[config.mk]
export PLATFORM = sky130hd
export DESIGN_NAME = dtree_seq_walker
export DESIGN_NICKNAME = d
export VERILOG_FILES = /design/src/rtl/dtree_pkg.sv /design/src/rtl/dtree_node_rom.sv /design/src/rtl/dtree_seq_walker.sv
export SDC_FILE = /design/constraint.sdc
export NUM_CORES = 1
export LEC_CHECK = 0
export ABC_AREA = 1
export CORE_AREA = 3 3 122 124
export CTS_BUF_LIST = sky130_fd_sc_hd__clkbuf_16
export CTS_CLUSTER_DIAMETER = 50
export DETAILED_ROUTE_END_ITERATION = 12
export DIE_AREA = 0 0 125 127
export HOLD_SLACK_MARGIN = 0.1
export PLACE_DENSITY = 0.51
export SETUP_SLACK_MARGIN = 0.02
export SYNTH_ARGS = -nofsm -noshare
export SYNTH_HDL_FRONTEND = slang
export SYNTH_HIERARCHICAL = 1
export SYNTH_SLANG_ARGS = --single-unit
[constraint.sdc]
create_clock -name clk -period 4.1 [get_ports clk]
set_input_delay 0.41 -clock clk [delete_from_list [all_inputs] [get_ports clk]]
set_output_delay 0.41 -clock clk [all_outputs]
set_load 0.1 [all_outputs]
[src/rtl/dtree_pkg.sv]
// Shared types for the sequential decision-tree walker: node word layout,
// walker states, widths, and the trained tree contents.
package dtree_pkg;

    localparam int FEAT_W     = 8;
    localparam int CLASS_W    = 5;
    localparam int NODE_IDX_W = 4;
    localparam int FIDX_W     = 3;
    localparam int NB_W       = 3;

    typedef enum logic [1:0] {
        LOAD,
        WALK,
        DONE
    } state_t;

    typedef struct packed {
        logic                  leaf;
        logic [FIDX_W-1:0]     fidx;
        logic [NB_W-1:0]       nb;
        logic [FEAT_W-1:0]     thr;
        logic [NODE_IDX_W-1:0] lo;
        logic [NODE_IDX_W-1:0] hi;
        logic [CLASS_W-1:0]    cls;
    } node_t;

    function automatic node_t leaf_node(input logic [CLASS_W-1:0] cls);
        node_t n;
        n      = '0;
        n.leaf = 1'b1;
        n.cls  = cls;
        return n;
    endfunction

    function automatic node_t branch_node(
        input logic [FIDX_W-1:0]     fidx,
        input logic [NB_W-1:0]       nb,
        input logic [FEAT_W-1:0]     thr,
        input logic [NODE_IDX_W-1:0] lo,
        input logic [NODE_IDX_W-1:0] hi
    );
        node_t n;
        n      = '0;
        n.fidx = fidx;
        n.nb   = nb;
        n.thr  = thr;
        n.lo   = lo;
        n.hi   = hi;
        return n;
    endfunction

    // Trained tree; regenerate this table when the classifier is retrained.
    function automatic node_t node_init(input int idx);
        case (idx)
            0:       return branch_node(3'd6, 3'd3, 8'd0, 4'd1, 4'd2);
            1:       return leaf_node(5'd5);
            2:       return branch_node(3'd1, 3'd2, 8'd1, 4'd3, 4'd4);
            3:       return leaf_node(5'd19);
            4:       return leaf_node(5'd10);
            default: return leaf_node(5'd0);
        endcase
    endfunction

    // Top nb bits of the feature, right-aligned; nb of 0 selects all 8 bits.
    function automatic logic [FEAT_W-1:0] feat_slice(
        input logic [FEAT_W-1:0] value,
        input logic [NB_W-1:0]   nb
    );
        logic [3:0] shamt;
        shamt = (nb == '0) ? 4'd0 : (4'd8 - {1'b0, nb});
        return value >> shamt;
    endfunction

endpackage

[src/rtl/dtree_node_rom.sv]
// Combinational node table: node index in, node word out, filled from the
// trained tree description in dtree_pkg.
import dtree_pkg::*;

module dtree_node_rom #(
    parameter int NUM_NODES = 16
) (
    input  logic [$clog2(NUM_NODES)-1:0] node_idx,
    output node_t                        node_word
);

    node_t rom_table [NUM_NODES];

    generate
        for (genvar gi = 0; gi < NUM_NODES; gi++) begin : g_rom
            assign rom_table[gi] = node_init(gi);
        end
    endgenerate

    assign node_word = rom_table[node_idx];

endmodule

[src/rtl/dtree_seq_walker.sv]
// Sequential decision-tree classifier: loads a feature frame, walks the node
// table one node per cycle with a single comparator, then offers the class.
// Optional macro DTREE_WATCHDOG_EN adds the err port and a step-limit abort.
import dtree_pkg::*;

module dtree_seq_walker #(
    parameter int NUM_FEAT  = 7,
    parameter int NUM_NODES = 16
`ifdef DTREE_WATCHDOG_EN
    ,
    parameter int MAX_DEPTH = 15,
    parameter int ERR_CLASS = 31
`endif
) (
    input  logic               clk,
    input  logic               rst,
    input  logic               feat_valid,
    input  logic               feat_first,
    input  logic [FEAT_W-1:0]  feat_data,
    output logic               feat_ready,
    output logic               class_valid,
    output logic [CLASS_W-1:0] class_out,
    input  logic               class_ready
`ifdef DTREE_WATCHDOG_EN
    ,
    output logic               err
`endif
);

    localparam int CNT_W = (NUM_FEAT > 1) ? $clog2(NUM_FEAT) : 1;
    localparam int IDX_W = $clog2(NUM_NODES);

    state_t             state_reg, state_next;
    logic [CNT_W-1:0]   feat_cnt_reg, feat_cnt_next;
    logic [IDX_W-1:0]   node_reg, node_next;
    logic [CLASS_W-1:0] class_reg, class_next;

`ifdef DTREE_WATCHDOG_EN
    localparam int STEP_W = $clog2(MAX_DEPTH + 1);
    logic [STEP_W-1:0]  step_reg, step_next;
    logic               err_reg, err_next;
`endif

    node_t              node_word;
    logic [FEAT_W-1:0]  feat_mem [0:(1<<FIDX_W)-1];
    logic               feat_we;
    logic [FIDX_W-1:0]  feat_waddr;
    logic [FEAT_W-1:0]  slice;
    logic [IDX_W-1:0]   branch_idx;

    dtree_node_rom #(
        .NUM_NODES (NUM_NODES)
    ) u_node_rom (
        .node_idx  (node_reg),
        .node_word (node_word)
    );

    // Feature file holds the frame only; its contents are don't-care at reset.
    always_ff @(posedge clk) begin
        if (feat_we) begin
            feat_mem[feat_waddr] <= feat_data;
        end
    end

    assign slice      = feat_slice(feat_mem[node_word.fidx], node_word.nb);
    assign branch_idx = (slice <= node_word.thr) ? node_word.lo[IDX_W-1:0]
                                                 : node_word.hi[IDX_W-1:0];

    always_ff @(posedge clk or posedge rst) begin
        if (rst) begin
            state_reg    <= LOAD;
            feat_cnt_reg <= '0;
            node_reg     <= '0;
            class_reg    <= '0;
`ifdef DTREE_WATCHDOG_EN
            step_reg     <= '0;
            err_reg      <= 1'b0;
`endif
        end else begin
            state_reg    <= state_next;
            feat_cnt_reg <= feat_cnt_next;
            node_reg     <= node_next;
            class_reg    <= class_next;
`ifdef DTREE_WATCHDOG_EN
            step_reg     <= step_next;
            err_reg      <= err_next;
`endif
        end
    end

    always_comb begin
        state_next    = state_reg;
        feat_cnt_next = feat_cnt_reg;
        node_next     = node_reg;
        class_next    = class_reg;
        feat_ready    = 1'b0;
        class_valid   = 1'b0;
        feat_we       = 1'b0;
        feat_waddr    = FIDX_W'(feat_cnt_reg);
`ifdef DTREE_WATCHDOG_EN
        step_next     = step_reg;
        err_next      = err_reg;
`endif
        case (state_reg)
            LOAD: begin
                feat_ready = 1'b1;
                if (feat_valid) begin
                    feat_we = 1'b1;
                    if (feat_first) begin
                        // Resync: a marked word always restarts the frame.
                        feat_waddr    = '0;
                        feat_cnt_next = CNT_W'(1);
                    end else if (feat_cnt_reg == CNT_W'(NUM_FEAT - 1)) begin
                        state_next    = WALK;
                        feat_cnt_next = '0;
                        node_next     = '0;
`ifdef DTREE_WATCHDOG_EN
                        step_next     = '0;
`endif
                    end else begin
                        feat_cnt_next = feat_cnt_reg + CNT_W'(1);
                    end
                end
            end
            WALK: begin
                if (node_word.leaf) begin
                    class_next = node_word.cls;
                    state_next = DONE;
`ifdef DTREE_WATCHDOG_EN
                end else if (step_reg == STEP_W'(MAX_DEPTH)) begin
                    class_next = CLASS_W'(ERR_CLASS);
                    err_next   = 1'b1;
                    state_next = DONE;
`endif
                end else begin
                    node_next = branch_idx;
`ifdef DTREE_WATCHDOG_EN
                    step_next = step_reg + STEP_W'(1);
`endif
                end
            end
            DONE: begin
                class_valid = 1'b1;
                if (class_ready) begin
                    state_next    = LOAD;
                    feat_cnt_next = '0;
`ifdef DTREE_WATCHDOG_EN
                    err_next      = 1'b0;
`endif
                end
            end
            default: begin
                state_next = LOAD;
            end
        endcase
    end

    assign class_out = class_reg;
`ifdef DTREE_WATCHDOG_EN
    assign err = err_reg;
`endif

endmodule
==> Word level (Yosys, flattened, before mapping) <==
Memories as Yosys holds them, arrays and structs flattened.
Cells that the tools add are included.
{ "totals": {"mem_bits_ro": 448, "memories": 2, "in_bits": 13, "out_inout_bits": 7, "regBits": 14, "wordCells": 58, "ram_bits": 64} }
{ "classes": {"n_mux": 29, "add_sub_neg": 2, "n_eq_ne": 9, "n_reduce_logical": 8, "n_shift": 1, "bitwise_logic": 1, "n_lt_le_gt_ge": 2} }
{ "mem_list": {"columns": ["name", "words", "word_bits", "read_ports", "rd_ports_with_merged_regs", "write_ports", "line", "text"], "rows": [
  ["(name not given)", 16, 28, 1, 0, 0, "dtree_node_rom.sv:20", "assign node_word = rom_table[node_idx];"],
  ["feat_mem", 8, 8, 1, 0, 1, "dtree_seq_walker.sv:45", "logic [FEAT_W-1:0] feat_mem [0:(1<<FIDX_W)-1];"]
]} }
{ "op_table": {"columns": ["operator", "count"], "rows": [
  ["28-bit 2-to-1 mux", 2],
  ["4-bit 2-to-1 mux", 6],
  ["3-bit 2-to-1 mux", 7],
  ["2-bit inequality test, second input constant", 6],
  ["2-bit 2-to-1 mux", 5],
  ["5-bit AND reduction", 2],
  ["8-bit less-or-equal comparator", 1],
  ["4-bit case mux with 2 select lines", 1],
  ["8-bit by 4-bit right shift with 8-bit output", 1],
  ["1-bit 2-to-1 mux", 6],
  ["2-bit case mux with 3 select lines", 1],
  ["3-bit case mux with 2 select lines", 1],
  ["5-bit >= comparator, second input constant", 1],
  ["4-bit inverter with 5-bit output", 1],
  ["2-bit nonzero test", 2],
  ["4-bit by 3-bit subtractor with 4-bit output, first input constant", 1],
  ["3-bit by 1-bit adder with 3-bit output, second input constant", 1],
  ["3-bit equality test, second input constant", 1],
  ["3-bit logical NOT", 1],
  ["3-bit AND reduction", 1],
  ["2-bit by 1-bit equality test with 1-bit output, second input constant", 1],
  ["2-bit equality test, second input constant", 1],
  ["2-bit logical NOT", 1],
  ["2-bit AND reduction", 1]
]} }

==> Longest topological paths before layout <==
{ "logic_depth": {"ltp_word": 11, "ltp_mapped": 28, "mapped_depth_nobuf": 25} }

==> Modules after synthesis <==
The synthesis kept the hierarchy.
{ "modules_own_cells": {"columns": ["module", "instances", "area_per_inst_um2", "cells_each", "seq_area_each_um2"], "rows": [
  ["dtree_seq_walker", 1, 3933.8, 428, 2272.2],
  ["dtree_node_rom", 1, 220.2, 39, 0.0]
]} }

==> Worst setup path before layout <==
Ideal clock, no wire load.
{ "synth_path": {"path_kind": "flip-flop to flip-flop", "startpoint": "reg node_reg[0]", "endpoint": "reg node_reg[0]", "stages_incl_launch_ff": 23, "period_less_slack_ns": 3.042, "t_required_ns": 4.035, "arrival_ns": 2.976, "path_slack_ns": 1.058, "path_buffers": 1, "setup_ns": 0.065, "path_cell_list": "dfrtp_1 -> nor2_1 -> nand2_1 -> nor2_1 -> buf_4 -> inv_1 -> ha_1 -> ha_1 -> nor2_2 -> inv_1 -> nand3_1 -> nand3_1 -> nand3_1 -> nand2_1 -> ha_1 -> nand2_1 -> o21ai_0 -> nand2_1 -> nand3_1 -> nand2_1 -> nand2_1 -> nand3_1 -> nand2_1"} }
{ "synth_lines": {"columns": ["element", "line", "text"], "rows": [
  ["from (decl)", "dtree_seq_walker.sv:35", "logic [IDX_W-1:0] node_reg, node_next;"],
  ["from (signal assigned)", "dtree_seq_walker.sv:82", "node_reg <= node_next;"]
]} }

==> impl_metrics.sql <==
INSERT INTO impl_metrics (metric_group, metric, value, unit) VALUES
('run_status', 'run_status', 'finished, final reports clean', ''),
('place', 'place.port_buffers', '19', ''),
('finish', 'syn2layout_area_growth', '12.83', '%'),
('drt', '1st_pass_router_iterations', '5', ''),
('setup_path', 'critical_path.startpoint_type', 'register', ''),
('synth', 'yosys_register_bits', '78', ''),
('place', 'post_dp_cell_area', '4397', 'µm²'),
('floorplanning', 'die_w', '125', 'µm'),
('synth', 'avgSynthCellArea', '8.895', 'µm²'),
('finish', 'largest_register_ff_count', '64', ''),
('finish', 'final_cell_mix', 'nand2_1 (127), inv_1 (76), nand3_1 (68), edfxtp_1 (64), nor2_1 (35)', ''),
('synth', 'synth.yosys.seq_area_share', '0.5470', ''),
('cts', 'clockRootBuffer', 'clkbuf_16', ''),
('drt', 'drt_iter0_markers', '144', ''),
('finish', 'num_antenna_cells', '0', ''),
('synth', 'synth-warning-count', '6', ''),
('finish', 'mostFrequentLayoutCell', 'nand2_1', ''),
('place', 'place_congestion', '0.8188', ''),
('cts', 'clkLatencyLatePin', '0.34', 'ns'),
('global_route', 'groute.usage.overall', '0.1140', ''),
('place', 'place.detailed.instances', '651', ''),
('power_and_ir_drop', 'power_leakage', '2.099', 'nW'),
('finish', 'final_area', '4687', 'µm²'),
('cts', 'postCtsResizedCells', '0', ''),
('sta', 'postLayoutSetupSlackWorst', '0.8392', 'ns'),
('drt', 'drc_errors', '0', ''),
('drt', 'drt-vias-per-instance', '4.352', ''),
('worst_hold_path', 'hold_class', 'in -> async', ''),
('global_route', 'globalRoute.totalOverflow', '0', ''),
('cts', 'tritoncts', 'done', ''),
('place', 'hpwlAfterDp', '5821', 'µm'),
('place', 'minimum_setup_slack_after_placement', '0.8396', 'ns'),
('floorplanning', 'std_cell_rows', '43', ''),
('global_route', 'grt_pass1_vias', '2840', ''),
('global_route', 'grt_first_pass_wirelength', '14240', 'µm'),
('finish', 'post_route_cells_drive_above_1_share', '0.06776', ''),
('drt', 'final_antenna_net_count', '0', ''),
('setup_path', 'critPathRequiredTime', '4.33', 'ns'),
('sta', 'clock-skew-final', '0.006854', 'ns'),
('floorplanning', 'die_area', '15880', 'µm²'),
('floorplanning', 'core_region_area', '13880', 'µm²'),
('setup_path', 'crit_arrival', '3.49', 'ns'),
('floorplanning', 'fp.dieH', '127', 'µm'),
('sta', 'timing.final.hold_violations', '0', ''),
('synth', 'syn_area', '4154', 'µm²'),
('global_route', 'grt_start_max_net_pins', '32', ''),
('cts', 'cts_hold_repair.buffers', '0', ''),
('finish', 'finalCoreUtilization', '0.3377', ''),
('sta', 'finalSetupViolCount', '0', ''),
('cts', 'cts_max_path_buffers', '2', ''),
('sta', 'min_period_over_period', '0.7953', ''),
('finish', 'instances_no_fill', '667', ''),
('power_and_ir_drop', 'ir_drop', '0.2906', 'mV'),
('sta', 'timing.slew.headroom', '0.2968', ''),
('cts', 'cts.reportedPaths.clkPinSlew', '0.06', 'ns'),
('sta', 'layout_min_cycle_time', '3.261', 'ns'),
('synth', 'yosys.cell_types.count', '28', ''),
('drt', 'routed_wire_length_per_instance', '12.97', 'µm'),
('drt', 'routed-via-count', '2903', ''),
('cts', 'cts.repair_timing.setup_buffer_count', '0', ''),
('global_route', 'antenna_found_initial', '0', ''),
('flow_run', 'drv_cap', '0', ''),
('floorplanning', 'design.portCount', '20', ''),
('cts', 'htree_levels', '3', ''),
('setup_path', 'criticalPathCategory', 'reg -> reg', ''),
('sta', 'drv_slew', '0', ''),
('finish', 'fin_nets', '505', ''),
('sta', 'max_slew.worst_pin.slew', '1.051', 'ns'),
('synth', 'syn_inst', '467', ''),
('cts', 'tritoncts_num_sinks', '78', ''),
('cts', 'cts-buffers-inserted', '9', ''),
('sta', 'timing.fmax', '306.7', 'MHz'),
('floorplanning', 'initial_utilization', '0.2993', ''),
('power_and_ir_drop', 'powerDensity', '836.5', 'nW/µm²'),
('sta', 'finalSetupTns', '0', 'ns'),
('setup_path', 'worst-path-max-fanout', '29', ''),
('sta', 'rsz0062_at_grt', 'no', ''),
('setup_path', 'critPathCaptureType', 'register', ''),
('drt', 'drt-total-wl', '8649', 'µm');
## worst paths after layout
| check | from | end | slack, ns | cells after the start |
|---|---|---|---|---|
| worst min register to register | class_out[0]$_DFFE_PP0P_ | class_out[0]$_DFFE_PP0P_ | 0.51 | 1 |
| worst max-delay path | node_reg[0]$_DFFE_PP0P_ | node_reg[3]$_DFFE_PP0P_ | 0.84 | 21 |
| worst min-delay path | rst | feat_cnt_reg[1]$_DFFE_PP0P_ | 0.42 | 2 |
| max in group asynchronous | rst | node_reg[3]$_DFFE_PP0P_ | 3.31 | 2 |
| worst max register to register | node_reg[0]$_DFFE_PP0P_ | node_reg[3]$_DFFE_PP0P_ | 0.84 | 21 |
| min in group clk | class_out[0]$_DFFE_PP0P_ | class_out[0]$_DFFE_PP0P_ | 0.51 | 1 |
## report_power, final
group | internal, mW | switching [mW]
Clock | 0.466 | 0.308
Combinational | 0.636 | 1.43
Sequential | 1.02 | 0.0632
## worst max-delay path, stage by stage, from the launching register on
cell and delay (ns):
dfrtp_1 0.42, nor2_1 0.11, nand2_1 0.14, nor2_2 0.13, buf_4 0.34, inv_2 0.24
nor2_1 0.15, nand2_1 0.06, nand3_1 0.11, nand3_1 0.13, nand2_1 0.11, nand2_1 0.06
nor2_1 0.09, ha_1 0.25, a21oi_1 0.15, nor2_1 0.05, nor2_1 0.09, nand3_1 0.16
nand2_1 0.15, nand2_1 0.07, nand3_1 0.07, nand2_1 0.05
## synthesized netlist by cell type
| cell type | number | area, µm² |
|---|---|---|
| nand2_2 | 1 | 6.260 |
| inv_2 | 3 | 11.26 |
| nor4_1 | 1 | 6.260 |
| nor2_2 | 2 | 12.51 |
| ha_1 | 10 | 125.1 |
| dfrtp_1 | 14 | 350.3 |
| buf_4 | 22 | 165.2 |
| nor3_1 | 2 | 10.01 |
| edfxtp_1 | 64 | 1922 |
| a21oi_1 | 5 | 25.02 |
| nand3b_1 | 5 | 37.54 |
| inv_1 | 75 | 281.5 |
| o22ai_1 | 1 | 6.260 |
| o21ai_2 | 1 | 8.760 |
| nand3_2 | 1 | 10.01 |
| inv_4 | 1 | 6.260 |
| o21ai_0 | 5 | 25.02 |
| conb_1 | 1 | 3.750 |
| nand4_1 | 1 | 6.260 |
| o31ai_1 | 2 | 15.01 |
| mux2_2 | 5 | 56.30 |
| o21ai_1 | 4 | 20.02 |
| nor2_1 | 37 | 138.9 |
| buf_2 | 1 | 5.000 |
| clkinv_1 | 1 | 3.750 |
| nand3_1 | 68 | 340.3 |
| buf_6 | 7 | 78.83 |
| nand2_1 | 127 | 476.7 |
## layer usage
layer  routed length, µm  vias up  GRT usage
li1                    -     1504          -
met1                4002     1360     0.1409
met2                4309       31     0.1984
met3                 201        8    0.01630
met4                 136        0    0.05166
met5                   0        -          0
## cell families after synthesis
| family | share of synthesized area |
|---|---|
| adder cells (fa/ha/maj) | 0.03012 |
| AND/OR/NAND/NOR | 0.2515 |
| AO/OA/AOI/OAI | 0.02409 |
| buffers and inverters | 0.1328 |
| flip-flops | 0.5470 |
| other | 0.0009027 |
| multiplexers | 0.01355 |
## area by class of cell
| type | instances | area, µm² |
|---|---|---|
| clock buffer | 9 | 225.2 |
| clock inverter | 7 | 65.06 |
| fill | 1441 | 9194 |
| inverter | 80 | 302.8 |
| multi-input combinational | 290 | 1376 |
| sequential | 78 | 2272 |
| tap | 180 | 225.2 |
| timing repair buffer | 23 | 220.2 |
## per-stage QoR
step	power (mW)	hold WS [ns]
finish	3.921	0.4167
global placement	3.160	0.4941
global route	4.272	0.4755
detailed placement	3.165	0.4979
CTS	3.953	0.4441
floorplan	2.759	0.2992
Power figures use the tool's default switching activity.
